`config.mk`:
```
export PLATFORM = sky130hd
export DESIGN_NAME = layer_sequencer_flat
export DESIGN_NICKNAME = d
export VERILOG_FILES = /design/src/rtl/layer_sequencer_if.sv /design/src/rtl/layer_sequencer.sv /design/src/flat_wrapper.sv
export SDC_FILE = /design/constraint.sdc
export NUM_CORES = 1
export LEC_CHECK = 0
export ABC_AREA = 1
export BUFFER_PORTS_ARGS = -buffer_cell sky130_fd_sc_hd__clkbuf_2
export CAP_MARGIN = 20
export CORE_ASPECT_RATIO = 2
export CORE_MARGIN = 2
export CORE_UTILIZATION = 55
export CTS_CLUSTER_DIAMETER = 50
export DETAILED_ROUTE_END_ITERATION = 7
export PLACE_DENSITY = 0.76
export SYNTH_ARGS = -nofsm -noshare
export SYNTH_HDL_FRONTEND = slang
export SYNTH_SLANG_ARGS = --single-unit
```
`constraint.sdc`:
```
create_clock -name clk -period 2.51 [get_ports clk]
set_clock_uncertainty 0.1 [all_clocks]
set_input_delay 0.1255 -clock clk [delete_from_list [all_inputs] [get_ports clk]]
set_output_delay 0.1255 -clock clk [all_outputs]
set_load 0.005 [all_outputs]
```
`src/rtl/layer_sequencer_if.sv`:
```
// Handshake bundle between the layer sequencer and its sample source, layer engines and result consumer.
interface layer_sequencer_if #(
  parameter int LAYERS = 3,
  parameter int CNTW   = 8
);
  logic              start_valid;
  logic              start_ready;
  logic              load_in;
  logic [LAYERS-1:0] layer_start;
  logic [LAYERS-1:0] layer_done;
  logic [2:0]        cur_layer;
  logic              busy;
  logic              result_valid;
  logic              result_ready;
  logic              error;
  logic              clear_err;
  logic [CNTW-1:0]   sample_count;

  // Environment side: sample source, layer engines, result consumer.
  modport master (
    output start_valid, layer_done, result_ready, clear_err,
    input  start_ready, load_in, layer_start, cur_layer, busy,
           result_valid, error, sample_count
  );

  // Sequencer side.
  modport slave (
    input  start_valid, layer_done, result_ready, clear_err,
    output start_ready, load_in, layer_start, cur_layer, busy,
           result_valid, error, sample_count
  );
endinterface

```
`src/rtl/layer_sequencer.sv`:
```
// Steps one input sample through LAYERS compute layers in order, with a per-layer
// completion timeout, a result handshake and a wrapping completed-sample counter.
//
// state | meaning
// IDLE  | ready for a new sample
// LOAD  | one cycle: input bus captured into the first-layer register
// START | one cycle: launch layer cur_layer
// WAIT  | awaiting layer_done[cur_layer], timer running
// DONE  | result held valid until the consumer takes it
// ERR   | layer timed out, held until clear_err
module layer_sequencer #(
  parameter int LAYERS  = 3,
  parameter int TIMEOUT = 1024,
  parameter int CNTW    = 8
) (
  input  logic              clk,
  input  logic              rst_n,
  layer_sequencer_if.slave  bus
);

  localparam int TW = $clog2(TIMEOUT);

  typedef enum logic [2:0] {
    S_IDLE  = 3'd0,
    S_LOAD  = 3'd1,
    S_START = 3'd2,
    S_WAIT  = 3'd3,
    S_DONE  = 3'd4,
    S_ERR   = 3'd5
  } state_t;

  state_t          state_q, state_d;
  logic [2:0]      cur_layer_q, cur_layer_d;
  logic [TW-1:0]   timer_q, timer_d;
  logic [CNTW-1:0] count_q, count_d;

  // Padded to 8 so a 3-bit layer index always selects in range.
  logic [7:0] done_pad;
  logic [7:0] start_pad;
  logic       done_sel;
  logic       last_layer;

  assign done_pad   = 8'(bus.layer_done);
  assign done_sel   = done_pad[cur_layer_q];
  assign start_pad  = 8'd1 << cur_layer_q;
  assign last_layer = (cur_layer_q == 3'(LAYERS - 1));

  always_ff @(posedge clk or negedge rst_n) begin
    if (!rst_n) begin
      state_q     <= S_IDLE;
      cur_layer_q <= '0;
      timer_q     <= '0;
      count_q     <= '0;
    end else begin
      state_q     <= state_d;
      cur_layer_q <= cur_layer_d;
      timer_q     <= timer_d;
      count_q     <= count_d;
    end
  end

  always_comb begin
    state_d     = state_q;
    cur_layer_d = cur_layer_q;
    timer_d     = timer_q;
    count_d     = count_q;
    case (state_q)
      S_IDLE: begin
        if (bus.start_valid) begin
          state_d     = S_LOAD;
          cur_layer_d = '0;
        end
      end
      S_LOAD:  state_d = S_START;
      S_START: begin
        state_d = S_WAIT;
        timer_d = '0;
      end
      S_WAIT: begin
        // A done arriving on the timeout cycle still counts as success.
        if (done_sel) begin
          if (last_layer) begin
            state_d = S_DONE;
            count_d = count_q + 1'b1;
          end else begin
            state_d     = S_START;
            cur_layer_d = cur_layer_q + 3'd1;
          end
        end else if (timer_q == TW'(TIMEOUT - 1)) begin
          state_d = S_ERR;
        end else begin
          timer_d = timer_q + 1'b1;
        end
      end
      S_DONE: if (bus.result_ready) state_d = S_IDLE;
      S_ERR:  if (bus.clear_err)    state_d = S_IDLE;
      default: state_d = S_IDLE;
    endcase
  end

  always_comb begin
    bus.start_ready  = 1'b0;
    bus.load_in      = 1'b0;
    bus.layer_start  = '0;
    bus.busy         = 1'b1;
    bus.result_valid = 1'b0;
    bus.error        = 1'b0;
    case (state_q)
      S_IDLE: begin
        bus.start_ready = 1'b1;
        bus.busy        = 1'b0;
      end
      S_LOAD:  bus.load_in      = 1'b1;
      S_START: bus.layer_start  = start_pad[LAYERS-1:0];
      S_DONE:  bus.result_valid = 1'b1;
      S_ERR:   bus.error        = 1'b1;
      default: ;
    endcase
  end

  assign bus.cur_layer    = cur_layer_q;
  assign bus.sample_count = count_q;

endmodule

```
`src/flat_wrapper.sv`:
```
// flat-port wrapper written by rule: the top's interface ports become plain ports
module layer_sequencer_flat 
#(
  parameter int LAYERS  = 3,
  parameter int TIMEOUT = 1024,
  parameter int CNTW    = 8
)
  (clk, rst_n, bus_start_valid, bus_layer_done, bus_result_ready, bus_clear_err, bus_start_ready, bus_load_in, bus_layer_start, bus_cur_layer, bus_busy, bus_result_valid, bus_error, bus_sample_count);
  layer_sequencer_if #(.LAYERS(LAYERS), .CNTW(CNTW)) bus_i ();
  input  logic clk;
  input  logic rst_n;
  input wire logic [$bits(bus_i.start_valid)-1:0] bus_start_valid;
  input wire logic [$bits(bus_i.layer_done)-1:0] bus_layer_done;
  input wire logic [$bits(bus_i.result_ready)-1:0] bus_result_ready;
  input wire logic [$bits(bus_i.clear_err)-1:0] bus_clear_err;
  output wire logic [$bits(bus_i.start_ready)-1:0] bus_start_ready;
  output wire logic [$bits(bus_i.load_in)-1:0] bus_load_in;
  output wire logic [$bits(bus_i.layer_start)-1:0] bus_layer_start;
  output wire logic [$bits(bus_i.cur_layer)-1:0] bus_cur_layer;
  output wire logic [$bits(bus_i.busy)-1:0] bus_busy;
  output wire logic [$bits(bus_i.result_valid)-1:0] bus_result_valid;
  output wire logic [$bits(bus_i.error)-1:0] bus_error;
  output wire logic [$bits(bus_i.sample_count)-1:0] bus_sample_count;
  assign bus_i.start_valid = bus_start_valid;
  assign bus_i.layer_done = bus_layer_done;
  assign bus_i.result_ready = bus_result_ready;
  assign bus_i.clear_err = bus_clear_err;
  assign bus_start_ready = bus_i.start_ready;
  assign bus_load_in = bus_i.load_in;
  assign bus_layer_start = bus_i.layer_start;
  assign bus_cur_layer = bus_i.cur_layer;
  assign bus_busy = bus_i.busy;
  assign bus_result_valid = bus_i.result_valid;
  assign bus_error = bus_i.error;
  assign bus_sample_count = bus_i.sample_count;
  layer_sequencer #(.LAYERS(LAYERS), .TIMEOUT(TIMEOUT), .CNTW(CNTW)) u_core (.clk(clk), .rst_n(rst_n), .bus(bus_i));
endmodule
```
==> flow_summary_export.csv <==
group,metric,value,unit
outcome,status,"finished clean",
clock_network,cts-resized-gates,0,
place,port_buffers,26,
clock_network,post-cts-setup-buffer-count,0,
clock_network,htree_levels,1,
synthesis,syn_inst,223,
final_layout,fill_cells,253,
timing,finalSetupViolCount,0,
synthesis,synth_seq_cells,24,
drt,drc,0,
die,io_pins,27,
final_layout,regArea,601,um^2
min_path,hold_start,"bus_start_valid",
setup_path,required,2280,ps
global_routing,grt_overflow,0,
final_layout,area_delta_synth_final,13.1,%
timing,fin_crit,2000,ps
setup_path,arrival,1770,ps
setup_path,cpPeakStageDelay,500,ps
setup_path,reg2reg_slack,600,ps
place,placed_area,1730,um^2
drt,via_per_inst,5.30,
timing,hold_viol,0,
die,rows,27,
synthesis,synth_top_cell_by_area,"dfrtp_1",
die,core_area,2740,um^2
min_path,holdPathEnd,"u_core.state_q[2]$_DFFE_PN0P_",
final_layout,multiInputGateArea,880,um^2
flow_run,maxCapViolations,0,
timing,slew_viol_final,0,
synthesis,syn-num-nets,237,
clock_network,clock_sinks,24,
die,die_w,42.0,um
synthesis,synth_ff_type,"dfrtp_1",
global_routing,antenna_found_initial,0,
clock_network,cts_tree,"yes",
synthesis,syn_area,1590,um^2
synthesis,yosysMostFrequentCell,"nand2_1",
power,p_leak,0.980,nW
clock_network,hold_buffers,1,
synthesis,yosysSeqAreaShare,37.8,%
drt,vias,1484,
setup_path,rr_startpoint,"u_core.timer_q[0]$_DFFE_PN0P_",
timing,relSlewSlack,60.8,%
drt,first_pass_iters,4,
clock_network,path_clk_slew,80,ps
die,dieArea,3360,um^2
synthesis,synth_cell_types,22,
setup_path,cp_max_fo,14,
final_layout,final_nets,266,
clock_network,cts_buffers,3,
power,vdd_drop_max,597,uV
setup_path,setup.worst_path.end_class,"output port",
setup_path,rr_worst_depth,8,
drt,drt.antenna.violating_nets,0,
final_layout,post-route-cell-area,1800,um^2
setup_path,path_class,"flip-flop to output port",
min_path,hold_path.class,"primary input to flip-flop",
synthesis,synth_top_area_share,37.8,%
timing,worst_hold_slack,224,ps
place,dp_hpwl,2710,um
synthesis,avgSynthCellArea,7.13,um^2
drt,wl_per_cell,12.1,um
setup_path,crit_path_start_kind,"flip-flop",
global_routing,grt_pass1_wl,5940,um
timing,fmax,0.500,GHz
synthesis,synth_warnings,0,
power,powerDensity,908,nW/um^2
global_routing,track_usage,22.9,%
final_layout,final_core_util,65.7,%
place,place.gp.congestion,0.828,
setup_path,critPathSlowestCell,"dfrtp_1",
final_layout,drive_above_1_share,17.1,%
clock_network,clockBufferDepth,2,
setup_path,crit_chain,"inv_2, nand3_1, nor3_1, clkbuf_2",
final_layout,diodes,0,
synthesis,synth-edff-count,0,
timing,worst_pin_slew,588,ps
die,die_h,80.0,um
global_routing,grt_max_degree,25,
drt,drt_iter0_drc,25,
clock_network,insertion_delay,260,ps
synthesis,synthArstFlopShare,100,%
timing,finalCritPeriodShare,79.6,%
die,start_util,58.1,%
global_routing,grt_pass1_vias,1428,
synthesis,yosys-top-cells-area,"dfrtp_1, nand2_1, nand3_1",
clock_network,clockRootBuffer,"clkbuf_8",
setup_path,reg2reg_to,"u_core.timer_q[2]$_DFFE_PN0P_",
min_path,hold_depth,5,
synthesis,ys_top_cells_by_count,"nand2_1, nor2_1, dfrtp_1, nand3_1, inv_1",
drt,wl,3370,um
timing,rsz0062_at_grt,"false",
timing,timing.setup.tns,0,ps
-- kinds of logic (layout without fill, tap and decap cells) --
family                     count (synthesis)  in the layout  share of synthesized area, %
buffers and inverters                     26             54                          6.85
adders and majority gates                  6              6                          4.72
xor gates and xnor gates                   8              8                          4.41
AOI/OAI and AO/OA                          6              6                          2.13
and+or+nand+nor                          153            153                          44.1
DFF                                       24             24                          37.8
-- state kept, by name, indices dropped and copies added, names as in the netlist --
signal,count
u_core.state_q,3
u_core.timer_q,10
u_core.bus.cur_layer,3
u_core.bus.sample_count,8
-- through the flow --
stage          cells  power (mW)  setup slack [ps]
2_1_floorplan    223        1.17              1050
3_3_place_gp     275        1.38               698
3_5_place_dp     275        1.40               632
4_1_cts          280        1.66               507
5_1_grt          280        1.78               296
6_report         280        1.63               512
-- critical path, delay by kind of cell (launching register included) --
family	cells	cell delay [ps]
flip-flops	1	500
buffers and inverters	2	310
AND/OR/NAND/NOR	2	690
-- final cells by class --
cell class                      instances  share of cell area (%)
Clock buffer                            4                    3.06
Tap cell                               29                    2.02
Inverter                               23                    4.80
Timing Repair Buffer                   27                    7.79
Sequential cell                        24                    33.4
Multi-Input combinational cell        173                    48.9
-- routing by layer --
| layer | vias up | share of wire [%] | GRT usage [%] |
|---|---|---|---|
| met3 | 4 | 3.1 | 1.36 |
| met5 | - | 0 | 0 |
| met1 | 693 | 37 | 22.2 |
| li1 | 756 | - | - |
| met4 | 0 | 1.3 | 8.71 |
| met2 | 31 | 59 | 47.5 |
-- placed cells by master, fill, tap and decap left out, drive strengths merged --
| cell | synthesis | layout |
|---|---|---|
| clkbuf | 1 | 30 |
| dfrtp | 24 | 24 |
| dlygate4sd3 | 0 | 1 |
| ha | 6 | 6 |
| inv | 23 | 23 |
| nand2 | 86 | 86 |
| nand3 | 26 | 26 |
| nand3b | 2 | 2 |
| nand4 | 4 | 4 |
| nor2 | 28 | 28 |
| nor3 | 5 | 5 |
| nor3b | 2 | 2 |
| o21ai | 6 | 6 |
| xnor2 | 4 | 4 |
| xor2 | 4 | 4 |
-- power breakdown --
group	internal, mW	total [mW]	switching [mW]
clock network	0.140	0.258	0.118
logic	0.263	0.761	0.498
registers	0.481	0.614	0.133
total	0.884	1.63	0.749
-- worst max-delay path by stage --
stage	start	to	slack, ps	cells after the start
6_report	u_core.state_q[2]$_DFFE_PN0P_	bus_layer_start[2]	510	4
5_1_grt	u_core.state_q[2]$_DFFE_PN0P_	bus_layer_start[2]	300	4
4_1_cts	u_core.state_q[2]$_DFFE_PN0P_	bus_layer_start[2]	510	4
3_5_place_dp	u_core.timer_q[0]$_DFFE_PN0P_	u_core.timer_q[2]$_DFFE_PN0P_	630	8
2_1_floorplan	u_core.timer_q[1]$_DFFE_PN0P_	u_core.timer_q[2]$_DFFE_PN0P_	1050	8
3_3_place_gp	u_core.timer_q[0]$_DFFE_PN0P_	u_core.timer_q[4]$_DFFE_PN0P_	700	8
(Power assumes the default switching activity.)
